## src/rtl/ddr3_test_seq_ctrl.sv

```systemverilog
//==========================================================================
// Module      : ddr3_test_seq_ctrl
// Description : Sequencer for the DDR3 self-test datapath. After
//               calibration, each start pulse runs one pass: write a
//               deterministic pattern into the write FIFO, wait a
//               programmable gap, enable memory reads, then drain the
//               read FIFO and check every word against the pattern.
//
// Ports       : clk, rst_n          clock / async active-low reset
//               calib_done         DDR3 calibration complete
//               start              one-cycle pass start pulse
//               wr_en, wr_data     write FIFO port
//               rd_mem_enable      lets the DDR3 read path fill the FIFO
//               rd_valid, rd_en,   read FIFO port (rd_data valid one
//               rd_data            cycle after rd_en)
//               busy, done, pass   pass status
//               err_cnt            saturating mismatch count
//               first_err_idx      check index of the first mismatch
//
// Build option: DDR3_TEST_LFSR_EN  selects a 16-bit Fibonacci LFSR
//               pattern (taps 16,14,13,11) instead of START_VAL + index.
//
// Revision    : 1.0 - initial release
//==========================================================================
`default_nettype none

module ddr3_test_seq_ctrl #(
    parameter int unsigned DATA_W    = 16,
    parameter int unsigned WR_NUM    = 1300,
    parameter int unsigned RD_NUM    = 1000,
    parameter int unsigned GAP_CYC   = 64,
    parameter int unsigned START_VAL = 0
) (
    input  logic              clk,
    input  logic              rst_n,
    input  logic              calib_done,
    input  logic              start,
    output logic              wr_en,
    output logic [DATA_W-1:0] wr_data,
    output logic              rd_mem_enable,
    input  logic              rd_valid,
    output logic              rd_en,
    input  logic [DATA_W-1:0] rd_data,
    output logic              busy,
    output logic              done,
    output logic              pass,
    output logic [15:0]       err_cnt,
    output logic [15:0]       first_err_idx
);

    typedef enum logic [2:0] {
        ST_IDLE     = 3'd0,
        ST_WAIT_CAL = 3'd1,
        ST_WRITE    = 3'd2,
        ST_GAP      = 3'd3,
        ST_READ     = 3'd4,
        ST_DRAIN    = 3'd5,
        ST_DONE     = 3'd6
    } state_t;

    state_t            r_state;
    logic [15:0]       r_wr_cnt;
    logic [15:0]       r_gap_cnt;
    logic [15:0]       r_rd_issued;
    logic [15:0]       r_chk_cnt;
    logic              r_chk_vld;

    logic              w_start_fire;
    logic              w_wr_fire;
    logic              w_chk_fire;
    logic              w_gap_end;
    logic              w_mismatch;
    logic [16:0]       w_rd_total;
    logic [DATA_W-1:0] w_wr_pat;
    logic [DATA_W-1:0] w_chk_pat;

    assign w_start_fire = start && ((r_state == ST_IDLE) || (r_state == ST_DONE));
    assign w_wr_fire    = (r_state == ST_WRITE) && calib_done;
    assign w_chk_fire   = r_chk_vld && ((r_state == ST_READ) || (r_state == ST_DRAIN));
    // Leave GAP after GAP_CYC cycles; GAP_CYC=0 still spends one cycle here.
    assign w_gap_end    = ({1'b0, r_gap_cnt} + 17'd1) >= 17'(GAP_CYC);
    // Reads issued so far including the one (if any) on the bus this cycle.
    assign w_rd_total   = {1'b0, r_rd_issued} + {16'd0, rd_en};
    assign w_mismatch   = (rd_data != w_chk_pat);

`ifdef DDR3_TEST_LFSR_EN
    localparam logic [15:0] C_SEED_RAW = 16'(START_VAL);
    // An all-zero seed would lock the LFSR up.
    localparam logic [15:0] C_SEED     = (C_SEED_RAW == 16'h0000) ? 16'h0001 : C_SEED_RAW;

    logic [15:0] r_wr_lfsr;
    logic [15:0] r_chk_lfsr;

    function automatic logic [15:0] lfsr_step(input logic [15:0] s);
        return {s[14:0], s[15] ^ s[13] ^ s[12] ^ s[10]};
    endfunction

    function automatic logic [DATA_W-1:0] lfsr_fit(input logic [15:0] s);
        logic [DATA_W+15:0] ext;
        ext = {{DATA_W{1'b0}}, s};
        return ext[DATA_W-1:0];
    endfunction

    assign w_wr_pat  = lfsr_fit(r_wr_lfsr);
    assign w_chk_pat = lfsr_fit(r_chk_lfsr);

    // Writer and checker each own an LFSR, stepped once per word.
    always_ff @(posedge clk or negedge rst_n) begin
        if (!rst_n) begin
            r_wr_lfsr  <= C_SEED;
            r_chk_lfsr <= C_SEED;
        end else if (w_start_fire) begin
            r_wr_lfsr  <= C_SEED;
            r_chk_lfsr <= C_SEED;
        end else begin
            if (w_wr_fire)  r_wr_lfsr  <= lfsr_step(r_wr_lfsr);
            if (w_chk_fire) r_chk_lfsr <= lfsr_step(r_chk_lfsr);
        end
    end
`else
    localparam logic [DATA_W-1:0] C_START = DATA_W'(START_VAL);

    assign w_wr_pat  = C_START + DATA_W'(r_wr_cnt);
    assign w_chk_pat = C_START + DATA_W'(r_chk_cnt);
`endif

    always_ff @(posedge clk or negedge rst_n) begin
        if (!rst_n) begin
            r_state       <= ST_IDLE;
            r_wr_cnt      <= 16'd0;
            r_gap_cnt     <= 16'd0;
            r_rd_issued   <= 16'd0;
            r_chk_cnt     <= 16'd0;
            r_chk_vld     <= 1'b0;
            wr_en         <= 1'b0;
            wr_data       <= '0;
            rd_mem_enable <= 1'b0;
            rd_en         <= 1'b0;
            busy          <= 1'b0;
            done          <= 1'b0;
            pass          <= 1'b0;
            err_cnt       <= 16'd0;
            first_err_idx <= 16'd0;
        end else begin
            r_chk_vld <= rd_en;

            case (r_state)
                ST_IDLE, ST_DONE: begin
                    if (start) begin
                        r_state       <= ST_WAIT_CAL;
                        busy          <= 1'b1;
                        done          <= 1'b0;
                        pass          <= 1'b0;
                        err_cnt       <= 16'd0;
                        first_err_idx <= 16'd0;
                        rd_mem_enable <= 1'b0;
                        r_wr_cnt      <= 16'd0;
                        r_gap_cnt     <= 16'd0;
                        r_rd_issued   <= 16'd0;
                        r_chk_cnt     <= 16'd0;
                    end
                end

                ST_WAIT_CAL: begin
                    if (calib_done) r_state <= ST_WRITE;
                end

                // A calib_done drop pauses the writer without losing its place.
                ST_WRITE: begin
                    wr_en <= calib_done;
                    if (calib_done) begin
                        wr_data  <= w_wr_pat;
                        r_wr_cnt <= r_wr_cnt + 16'd1;
                        if (r_wr_cnt == 16'(WR_NUM - 1)) r_state <= ST_GAP;
                    end
                end

                ST_GAP: begin
                    wr_en <= 1'b0;
                    if (w_gap_end) begin
                        r_state       <= ST_READ;
                        rd_mem_enable <= 1'b1;
                    end else begin
                        r_gap_cnt <= r_gap_cnt + 16'd1;
                    end
                end

                // Counting the enable already on the bus keeps the total at
                // exactly RD_NUM even when rd_valid stays high.
                ST_READ: begin
                    r_rd_issued <= w_rd_total[15:0];
                    rd_en       <= rd_valid && (w_rd_total < 17'(RD_NUM));
                    if (w_rd_total == 17'(RD_NUM)) r_state <= ST_DRAIN;
                end

                ST_DRAIN: begin
                    rd_en <= 1'b0;
                    if (r_chk_cnt == 16'(RD_NUM)) begin
                        r_state <= ST_DONE;
                        busy    <= 1'b0;
                        done    <= 1'b1;
                        pass    <= (err_cnt == 16'd0);
                    end
                end

                default: r_state <= ST_IDLE;
            endcase

            if (w_chk_fire) begin
                r_chk_cnt <= r_chk_cnt + 16'd1;
                if (w_mismatch) begin
                    if (err_cnt != 16'hFFFF) err_cnt <= err_cnt + 16'd1;
                    // err_cnt saturates rather than wrapping, so zero means no error yet.
                    if (err_cnt == 16'd0) first_err_idx <= r_chk_cnt;
                end
            end
        end
    end

endmodule

`default_nettype wire

```

## config.mk

```make
export PLATFORM = sky130hd
export DESIGN_NAME = ddr3_test_seq_ctrl
export DESIGN_NICKNAME = d
export VERILOG_FILES = /design/src/rtl/ddr3_test_seq_ctrl.sv
export SDC_FILE = /design/constraint.sdc
export NUM_CORES = 1
export LEC_CHECK = 0
export BUFFER_PORTS_ARGS = -buffer_cell sky130_fd_sc_hd__buf_2
export CAP_MARGIN = 10
export CELL_PAD_IN_SITES_DETAIL_PLACEMENT = 0
export CELL_PAD_IN_SITES_GLOBAL_PLACEMENT = 2
export CORE_MARGIN = 5
export CORE_UTILIZATION = 38
export CTS_CLUSTER_DIAMETER = 30
export DETAILED_ROUTE_END_ITERATION = 6
export PLACE_DENSITY_LB_ADDON = 0.2
export SLEW_MARGIN = 20
export SYNTH_ARGS = -nofsm -noshare
export SYNTH_HDL_FRONTEND = slang
export SYNTH_SLANG_ARGS = --single-unit
```

## constraint.sdc

```tcl
create_clock -name clk -period 3.95 [get_ports clk]
set_clock_uncertainty 0.15 [all_clocks]
set_input_delay 0.79 -clock clk [delete_from_list [all_inputs] [get_ports clk]]
set_output_delay 0.79 -clock clk [all_outputs]
set_load 0.02 [all_outputs]
```

# --- After elaboration in Yosys (flattened, before gate mapping) ---
# Cells that the tools add are included.
totals:
  register_bits: 122
  latch_bits: 0
  ramBits: 0
  mem_bits_ro: 0
  in_bits: 21
  out_inout_bits: 54
  wordCells: 102
  memories: 0
classes:
  addsub: 6
  multipliers: 0
  div_mod_pow: 0
  magnitude_cmp: 2
  n_eq_ne: 19
  shifts: 0
  n_mux: 38
  bitwise: 0
  n_reduce_logical: 22
ops:
  columns: ["op", "count"]
  rows:
  - ["$mux 16", 15]
  - ["$pmux 16 s2", 3]
  - ["$add 16x1->16 const B", 4]
  - ["$mux 3", 7]
  - ["$pmux 3 s6", 1]
  - ["$add 16x1->17", 1]
  - ["$add 16x1->17 const B", 1]
  - ["$eq 17x10->1 const B", 1]
  - ["$ge 17x7->1 const B", 1]
  - ["$lt 17x10->1 const B", 1]
  - ["$eq 16x10->1 const B", 1]
  - ["$eq 16x11->1 const B", 1]
  - ["$logic_not 16->1", 1]
  - ["$ne 16x16->1", 1]
  - ["$ne 16x16->1 const B", 1]
  - ["$reduce_bool 2->1", 8]
  - ["$pmux 1 s2", 6]
  - ["$reduce_and 3->1", 4]
  - ["$ne 2x2->1 const B", 5]
  - ["$eq 3x3->1 const B", 3]
  - ["$reduce_and 7->1", 1]
  - ["$eq 3x2->1 const B", 2]
  - ["$mux 1", 6]
  - ["$ne 2x1->1 const B", 3]
  - ["other kinds (6)", 9]

# --- Longest topological paths before layout ---
# Gate-level depths: netlist (run 1).
logic_depth:
  depth_word: 6
  depth_mapped: 10
  mapped_depth_nobuf: 9

# --- Worst setup path after synthesis (run 1) ---
# OpenSTA, ideal clock, no wires.
synth_path:
  kind: "register -> register"
  start: "register rd_en"
  end: "register r_state[0]"
  setup_ns: 0.092
  arrival_time_ns: 2.419
  required_time_ns: 3.708
  slack_ns: 1.290
  path_stages_with_launch: 11
  n_path_buf: 1
  synth_period_minus_slack_ns: 2.660
  path_cell_list: "dfrtp_1 -> ha_1 -> ha_1 -> buf_2 -> and3_4 -> and2_4 -> nand4_1 -> mux2_2 -> a2111oi_4 -> a41oi_1 -> o31ai_2"
synth_between:
  elab_chain_len: 4
synth_lines:
  columns: ["item", "line_no", "rtl"]
  rows:
  - ["start, declared", "42", "output logic rd_en,"]
  - ["start signal, assigned", "192", "rd_en <= rd_valid && (w_rd_total < 17'(RD_NUM));"]
  - ["$add 16x1->17", "83", "assign w_rd_total = {1'b0, r_rd_issued} + {16'd0, rd_en};"]
  - ["$eq 17x10->1", "193", "if (w_rd_total == 17'(RD_NUM)) r_state <= ST_DRAIN;"]
  - ["$ne 2x1->1 (no source line)", null, null]
  - ["$reduce_and 7->1 (no source line)", null, null]
  - ["end signal, assigned", "193", null]
  - ["end signal, assigned", "199", "r_state <= ST_DONE;"]
  - ["end signal, assigned", "206", "default: r_state <= ST_IDLE;"]
  - ["end, declared", "61", "state_t r_state;"]
# Every way passes these cells.
# A chain may end at the register's enable or synchronous reset.

# --- Final worst setup path (run 1) ---
layout_path:
  start: "register err_cnt[0]"
  end: "register err_cnt[13]"
layout_between:
  elab_chain_len: 4
  word_cells_on_any_way: 5
  classes_between: "1 x add/sub; 1 x eq/ne; 3 x mux"
layout_lines:
  columns: ["item", "line_no", "rtl"]
  rows:
  - ["start, declared", "47", "output logic [15:0] err_cnt,"]
  - ["start signal, assigned", "212", "if (err_cnt != 16'hFFFF) err_cnt <= err_cnt + 16'd1;"]
  - ["$add 16x1->16 or $ne 16x16->1 (tied branches)", "212", null]
  - ["$mux 16 *", "212", null]
  - ["$mux 16 *", "211", "if (w_mismatch) begin"]
  - ["$mux 16 *", "209", "if (w_chk_fire) begin"]
# Every way passes the cells marked *; elsewhere a longest branch is shown, timed or not.

==> impl_metrics.tcl, run 1 <==
set metrics [dict create \
    rr_endpoint "err_cnt[13]" \
    rsz0062_at_grt "no" \
    final.setup.worst_slack_ns 1.14 \
    antenna_found_initial 0 \
    tightest_slew_ns 0.911 \
    cp-start-kind "flop" \
    grt.overflow.total 0 \
    regToRegSetupSlack_ns 1.14 \
    cp_max_fo 11 \
    maxSlewHeadroom_pct 39.1 \
    place_ws_ns 0.768 \
    async_flop_share_pct 100 \
    ff2ff_path_depth 8 \
    ys_seq_area_share_pct 48.4 \
    post_cts_buffers 0 \
    clk_pin_slew_ns 0.05 \
    grt_max_degree 41 \
    outcome "finished clean" \
    vias 5237 \
    grt_first_pass_wirelength_microns 27000 \
    pin_count 75 \
    antennaDiodeCount 0 \
    fmax_mhz 356 \
    finalSetupViolCount 0 \
    post-route-period-util_pct 71.1 \
    critPathArrivalTime_ns 2.94 \
    timing.hold.ws_ns 0.220 \
    power_mw 3.42 \
    clock_path_buffers 2 \
    ys_warn_count 0 \
    ys.flop_type "dfrtp_1" \
    cts_max_level 4 \
    reg2reg_from "err_cnt[0]" \
    finalSetupTns_ns 0 \
    synth-edff-count 0 \
    num_rows 47 \
    final_core_util_pct 45.4 \
    clock-root-buffer "clkbuf_16" \
    hold_viol_final 0 \
    cp.required_ns 4.08 \
    die-area_sq_um 19300 \
    drv_slew 0 \
    clkLatencyLatePin_ns 0.42 \
    cts.sinks 122 \
    grt_pass1_vias 5280 \
    wl_per_cell_microns 16.3 \
    post-route-cell-area_sq_um 7470 \
    via_per_inst 5.41 \
    dp.final_hpwl_microns 10800 \
    instances_no_fill 968 \
    maxCapViolCount 0 \
    cts_hold_buffers 0 \
    route.detailed.drc 0 \
    mostFrequentLayoutCells "dfrtp_1 (122), nand2_1 (89), buf_2 (73)" \
    layout_commonest_cell "dfrtp_1" \
    avgSynthCellArea_sq_um 9.44 \
    fp.dieH_microns 139 \
    fin_nets 765 \
    syn_to_final_growth_pct 18.4 \
    layout_min_cycle_time_ns 2.81 \
    initial_core_util_pct 38.3 \
    track_usage_pct 16.9 \
    post_cts_resized 0 \
    cts_tree "yes" \
    wl_microns 15800 \
    dp_cells 937 \
    netlist_area_sq_um 6310 \
    max-vdd-ir-drop_uv 333 \
    gp_congestion 0.794 \
    hold_class "in -> async" \
    synthCells 669 \
    cts_made_buffers 17 \
    io_buffers 74 \
    path_class "reg -> reg" \
    first_pass_iters 4 \
    p_leak_nw 3.54 \
    yosysUniqueCellTypes 63 \
    dpl_cell_area_sq_um 6890 \
    core_sq_um 16500 \
    crit_path_end_kind "flop" \
    chipWidth_microns 139 \
    syn_nets 698 \
    cp-startpoint "err_cnt[0]" \
    p_per_area_nw_per_um2 458 \
    layout-drive-gt1-share_pct 19.4 \
    ys_ff_latch 122 \
    crit_end "err_cnt[13]" \
    drtIter0Drc 300 \
    ant_nets 0 \
]
## area by class of cell
class | instances | area (sq um)
fillers | 1623 | 8990
clock inverters | 7 | 90.1
repair buffers | 84 | 448
inverters | 7 | 26.3
flip-flops and latches | 122 | 3050
multi-input cells | 504 | 3090
well taps | 220 | 275
clock buffers | 24 | 492
## registers in the layout, summed over array words and instances (netlist names)
name / count
r_gap_cnt: 16
r_chk_cnt: 16
r_state: 3
r_wr_cnt: 16
wr_data: 16
done: 1
rd_mem_enable: 1
err_cnt: 16
rd_en: 1
first_err_idx: 16
pass: 1
wr_en: 1
busy: 1
r_rd_issued: 16
r_chk_vld: 1
## power breakdown
| group | internal [mW] | switching (mW) |
|---|---|---|
| Sequential | 1.31 | 0.0726 |
| Combinational | 0.177 | 0.336 |
| Clock | 0.988 | 0.538 |
## critical path: stages, from the launching register on
cell and delay, ns:
dfrtp_1 0.46, ha_1 0.26, and4_1 0.23, nor2b_1 0.18, nand3_1 0.10, and3_1 0.44, nand4_2 0.31, o311ai_0 0.40
o41ai_1 0.14
## kinds of logic after synthesis
kind of cell	after synthesis	synth area share (%)
compound gates	137	13.4
xor+xnor	37	5.13
fa+ha+maj	8	1.59
buf+inv	43	2.81
flops	122	48.4
mux	27	4.66
simple gates	295	24.0
## worst min-delay path by stage
stage | from | endpoint | slack (ns) | depth (start not counted)
2_1_floorplan | r_rd_issued[0] | r_rd_issued[0] | 0.32 | 2
3_3_place_gp | rd_en | r_chk_vld | 0.27 | 0
3_5_place_dp | rd_en | r_chk_vld | 0.28 | 0
4_1_cts | rst_n | r_gap_cnt[4] | 0.23 | 1
5_1_grt | rst_n | r_gap_cnt[1] | 0.26 | 1
6_report | rst_n | r_gap_cnt[4] | 0.22 | 1
## metal layers
layer  track usage (%)  wire (microns)  up-vias
met3              3.90             674       17
li1                  -               -     2540
met2              25.9            7200      108
met4              6.08             184        0
met1              23.6            7710     2572
met5                 0               0        -
## cell usage after synthesis, types with 10 or more instances
library cell	number	share of area [%]
nand2_1	89	5.3
buf_2	10	0.79
nand3_1	42	3.3
a21oi_1	15	1.2
nor4_1	10	0.99
clkbuf_1	24	1.4
mux2_2	19	3.4
nand4_1	15	1.5
o21ai_0	72	5.7
nor2_1	54	3.2
dfrtp_1	122	48
and3_1	27	2.7
xor2_1	33	4.6
(Power assumes the default switching activity.)
==> inputs of run 2 (changes only) <==
--- a/config.mk
+++ b/config.mk
@@ -10,7 +10,7 @@
 export CELL_PAD_IN_SITES_DETAIL_PLACEMENT = 0
 export CELL_PAD_IN_SITES_GLOBAL_PLACEMENT = 2
 export CORE_MARGIN = 5
-export CORE_UTILIZATION = 38
+export CORE_UTILIZATION = 37
 export CTS_CLUSTER_DIAMETER = 30
 export DETAILED_ROUTE_END_ITERATION = 6
 export PLACE_DENSITY_LB_ADDON = 0.2
==> constraint.sdc (replaced) <==
create_clock -name clk -period 2.8 [get_ports clk]
set_clock_uncertainty 0.15 [all_clocks]
set_input_delay 0.56 -clock clk [delete_from_list [all_inputs] [get_ports clk]]
set_output_delay 0.56 -clock clk [all_outputs]
set_load 0.02 [all_outputs]
==> impl_metrics.tcl, run 2 (synthesized netlist as in run 1, its figures left out) <==
set metrics [dict create \
    grt_max_degree 62 \
    cp.required_ns 2.97 \
    cts_tree "yes" \
    path_class "reg -> reg" \
    tightest_slew_ns 0.909 \
    clock_path_buffers 2 \
    crit_end "r_state[0]" \
    cts_max_level 4 \
    finalSetupViolCount 0 \
    met3_usage_pct 4.03 \
    clk_pin_slew_ns 0.05 \
    grt.overflow.total 0 \
    power_switching_mw 1.40 \
    rr_endpoint "r_state[0]" \
    ff2ff_path_depth 9 \
    hold_viol_final 0 \
    ant_nets 0 \
    p_per_area_nw_per_um2 647 \
    initial_core_util_pct 37.9 \
    outcome "finished clean" \
    first_pass_iters 7 \
    top_usage_layer "met2" \
    place_ws_ns 0.170 \
    crit_path_end_kind "flop" \
    cp-start-kind "flop" \
    globalRouteMet1Util_pct 22.5 \
    clkPwrFrac_pct 45.3 \
    grt_pass1_vias 5164 \
    pin_count 75 \
    clkLatencyLatePin_ns 0.41 \
    num_rows 47 \
    layout_commonest_cell "dfrtp_1" \
    route.detailed.drc 0 \
    clock-root-buffer "clkbuf_16" \
    regToRegSetupSlack_ns 0.15 \
    maxCapViolCount 0 \
    internal_power_mw 3.51 \
    cp-startpoint "rd_en" \
    fmax_mhz 377 \
    die-area_sq_um 19800 \
    swShare_pct 28.6 \
    p_leak_nw 3.61 \
    power.share.sequential_pct 39.5 \
    critPathArrivalTime_ns 2.82 \
    grt_first_pass_wirelength_microns 26600 \
    syn_to_final_growth_pct 20.4 \
    max-vdd-ir-drop_uv 456 \
    layout-drive-gt1-share_pct 21.1 \
    antennaDiodeCount 0 \
    rsz0062_at_grt "no" \
    hold_class "reg -> reg" \
    fp.dieH_microns 141 \
    layout_min_cycle_time_ns 2.65 \
    wl_per_cell_microns 16.4 \
    cts.sinks 122 \
    reg2reg_from "rd_en" \
    use_met2_pct 26.2 \
    final.setup.worst_slack_ns 0.149 \
    fin_nets 778 \
    via_per_inst 5.38 \
    antenna_found_initial 0 \
    chipWidth_microns 141 \
    finalSetupTns_ns 0 \
    core_sq_um 16600 \
    cts_made_buffers 17 \
    maxSlewHeadroom_pct 39.1 \
    p_comb_share_pct 15.1 \
    post-route-period-util_pct 94.7 \
    cp_max_fo 5 \
    wl_microns 16100 \
    drv_slew 0 \
    vias 5288 \
    mostFrequentLayoutCells "dfrtp_1 (122), nand2_1 (89), buf_2 (73)" \
    dp.final_hpwl_microns 11200 \
    gp_congestion 0.820 \
    track_usage_pct 16.5 \
    drtIter0Drc 297 \
    io_buffers 74 \
]
-- run 2: layout make-up --
| type | instances | area (sq um) |
|---|---|---|
| tap | 220 | 275 |
| fill | 1611 | 9040 |
| timing repair buffer | 97 | 561 |
| clock inverter | 14 | 170 |
| inverter | 7 | 26.3 |
| multi-input combinational | 504 | 3090 |
| clock buffer | 18 | 429 |
| sequential | 122 | 3050 |
-- run 2: worst min path at each step --
stage | cells past startpoint | startpoint | slack, ns | to
finish | 0 | rd_en | 0.29 | r_chk_vld
floorplan | 0 | rst_n | 0.11 | busy
detailed placement | 0 | rd_en | 0.28 | r_chk_vld
global route | 0 | rd_en | 0.31 | r_chk_vld
CTS | 0 | rd_en | 0.29 | r_chk_vld
global placement | 0 | rd_en | 0.26 | r_chk_vld
-- run 2: power groups by stage --
stage	logic [mW]	registers, mW	clock network (mW)
floorplan	0.501	1.96	0
global placement	0.744	1.97	0
detailed placement	0.754	1.97	0
CTS	0.758	1.94	2.29
global route	0.840	1.96	2.36
finish	0.745	1.94	2.23
-- run 2: critical path, stage by stage, from the launching register on --
cell,delay (ns)
dfrtp_1,0.41
ha_1,0.25
ha_1,0.21
and3_4,0.21
and2_4,0.18
nand4_1,0.14
mux2_2,0.38
a2111oi_4,0.23
a41oi_1,0.19
o31ai_2,0.22
-- run 2: stage by stage --
| stage | hold slack, ns | util [%] | instance area (sq um) | instances | total power [mW] |
|---|---|---|---|---|---|
| floorplan | 0.114 | - | 6310 | 669 | 2.46 |
| global placement | 0.260 | 42.0 | 6990 | 949 | 2.71 |
| detailed placement | 0.276 | 42.0 | 6990 | 949 | 2.73 |
| CTS | 0.290 | 45.7 | 7600 | 982 | 4.99 |
| global route | 0.308 | 45.7 | 7600 | 982 | 5.16 |
| finish | 0.292 | 45.7 | 7600 | 982 | 4.92 |
-- run 2: what timing repair did --
action                     in CTS  in global routing
setup buffers                   0                  0
hold buffers                    1                  0
setup endpoints to repair       0                  1
hold endpoints to repair       32                  0
gates resized for setup         0                  1
-- run 2: layer usage --
metal / part of all wire (%) / wire length [microns]
met2: 47 / 7610
met4: 1.2 / 186
met1: 47 / 7590
met5: 0 / 0
met3: 4.7 / 757
==> inputs of run 3 (changes only) <==
--- a/config.mk
+++ b/config.mk
@@ -10,7 +10,8 @@
 export CELL_PAD_IN_SITES_DETAIL_PLACEMENT = 0
 export CELL_PAD_IN_SITES_GLOBAL_PLACEMENT = 2
 export CORE_MARGIN = 5
-export CORE_UTILIZATION = 37
+export CORE_UTILIZATION = 38
+export CTS_BUF_LIST = sky130_fd_sc_hd__clkbuf_4
 export CTS_CLUSTER_DIAMETER = 30
 export DETAILED_ROUTE_END_ITERATION = 6
 export PLACE_DENSITY_LB_ADDON = 0.2
==> impl_metrics.tcl, run 3 (synthesized netlist as in run 1, its figures left out) <==
set metrics [dict create \
    cp-start-kind "flop" \
    grt_first_pass_wirelength_microns 27100 \
    path_class "reg -> reg" \
    crit_buf_inv 0 \
    timing.hold.ws_ns 0.249 \
    grt.overflow.total 0 \
    hold_viol_final 0 \
    crit_family "compound AO/OA/AOI/OAI gates" \
    maxSlewHeadroom_pct 35.0 \
    layout_commonest_cell "dfrtp_1" \
    cts_max_level 4 \
    num_rows 47 \
    pin_count 75 \
    grt_max_degree 50 \
    tightest_slew_ns 0.972 \
    finalSetupViolCount 0 \
    fin_nets 781 \
    chipWidth_microns 139 \
    clock_path_buffers 2 \
    max-vdd-ir-drop_uv 370 \
    p_per_area_nw_per_um2 570 \
    globalRouteMet1Util_pct 23.7 \
    cp.required_ns 3.10 \
    cts.sinks 122 \
    io_buffers 74 \
    via_per_inst 5.38 \
    dp.final_hpwl_microns 11100 \
    cp_max_fo 5 \
    regToRegSetupSlack_ns 0.14 \
    vias 5297 \
    ant_nets 0 \
    fmax_mhz 376 \
    drv_slew 0 \
    layout-drive-gt1-share_pct 21.8 \
    syn_to_final_growth_pct 16.9 \
    instances_no_fill 985 \
    antennaDiodeCount 0 \
    dp_cells 952 \
    power_mw 4.21 \
    antenna_found_initial 0 \
    grt_pass1_vias 5293 \
    crit_path_end_kind "flop" \
    post-route-cell-area_sq_um 7380 \
    route.detailed.drc 0 \
    fp.dieH_microns 139 \
    mostFrequentLayoutCells "dfrtp_1 (122), nand2_1 (89), buf_2 (73)" \
    track_usage_pct 16.9 \
    dpl_cell_area_sq_um 7010 \
    die-area_sq_um 19300 \
    crit_path_frequent_cell "ha_1" \
    wl_per_cell_microns 16.1 \
    cts_tree "yes" \
    path_cells "ha_1, ha_1, and3_4, and2_4, nand4_1, mux2_2, a2111oi_4, a41oi_2, o31ai_2" \
    fillers 1661 \
    clock-root-buffer "clkbuf_4" \
    clkLatencyLatePin_ns 0.53 \
    top_usage_layer "met2" \
    critPathArrivalTime_ns 2.96 \
    wl_microns 15900 \
    initial_core_util_pct 38.3 \
    outcome "finished clean" \
    p_leak_nw 3.53 \
    maxCapViolCount 0 \
    clk_pin_slew_ns 0.12 \
    crit_slowest_cell "dfrtp_1" \
    rsz0062_at_grt "no" \
    finalSetupTns_ns 0 \
    cts_made_buffers 17 \
    core_sq_um 16500 \
    critical_path.max_stage_delay_ns 0.43 \
    met3_usage_pct 4.10 \
    post-route-period-util_pct 95.0 \
    first_pass_iters 5 \
    hold_class "in -> reg" \
    layout_min_cycle_time_ns 2.66 \
    drtIter0Drc 350 \
    gp_congestion 0.801 \
    use_met2_pct 26.2 \
]
==> run 3: worst min-delay path, stage by stage <==
cell	delay (ns)
buf_2	0.11
o21ai_0	0.07
a21o_1	0.17
==> run 3: per-stage QoR <==
stage                     utilization [%]  setup WS (ns)
after detailed placement             42.6          0.120
final                                44.8          0.141
after floorplan                         -          0.140
after global routing                 44.8         0.0237
after global placement               42.6          0.234
after CTS                            44.7         0.0869
==> run 3: final cells by class <==
| class | count | area, sq um | share of cell area [%] |
|---|---|---|---|
| clock buffer | 19 | 143 | 1.93 |
| clock inverter | 13 | 200 | 2.71 |
| inverter | 7 | 26.3 | 0.356 |
| multi-input combinational | 504 | 3100 | 42.0 |
| sequential | 122 | 3050 | 41.4 |
| tap | 220 | 275 | 3.73 |
| timing repair buffer | 100 | 583 | 7.90 |
==> run 3: metal layers <==
metal  part of all wire, %  up-vias
met4                   1.2        0
met1                    49     2598
li1                      -     2573
met2                    45      111
met3                   4.2       15
met5                     0        -
==> run 3: repair_timing <==
item / in CTS / in global routing
buffers inserted: 0 / 0
hold buffers: 1 / 0
resized for setup: 0 / 4
endpoints found under the hold margin: 35 / 0
setup endpoints to repair: 0 / 4
==> run 3: final timing paths <==
kind / start / cells past startpoint / to
max: rd_en / 9 / r_state[0]
min: start / 3 / r_state[2]
max reg2reg: rd_en / 9 / r_state[0]
min reg2reg: rd_en / 0 / r_chk_vld
max in group asynchronous: rst_n / 3 / r_chk_cnt[1]
min in group asynchronous: rst_n / 2 / rd_mem_enable
==> run 3: power by group <==
group	switching (mW)	total (mW)	internal [mW]	leakage, nW
Clock	0.686	1.50	0.813	0.186
Sequential	0.0979	1.94	1.84	1.69
Combinational	0.480	0.770	0.291	1.66
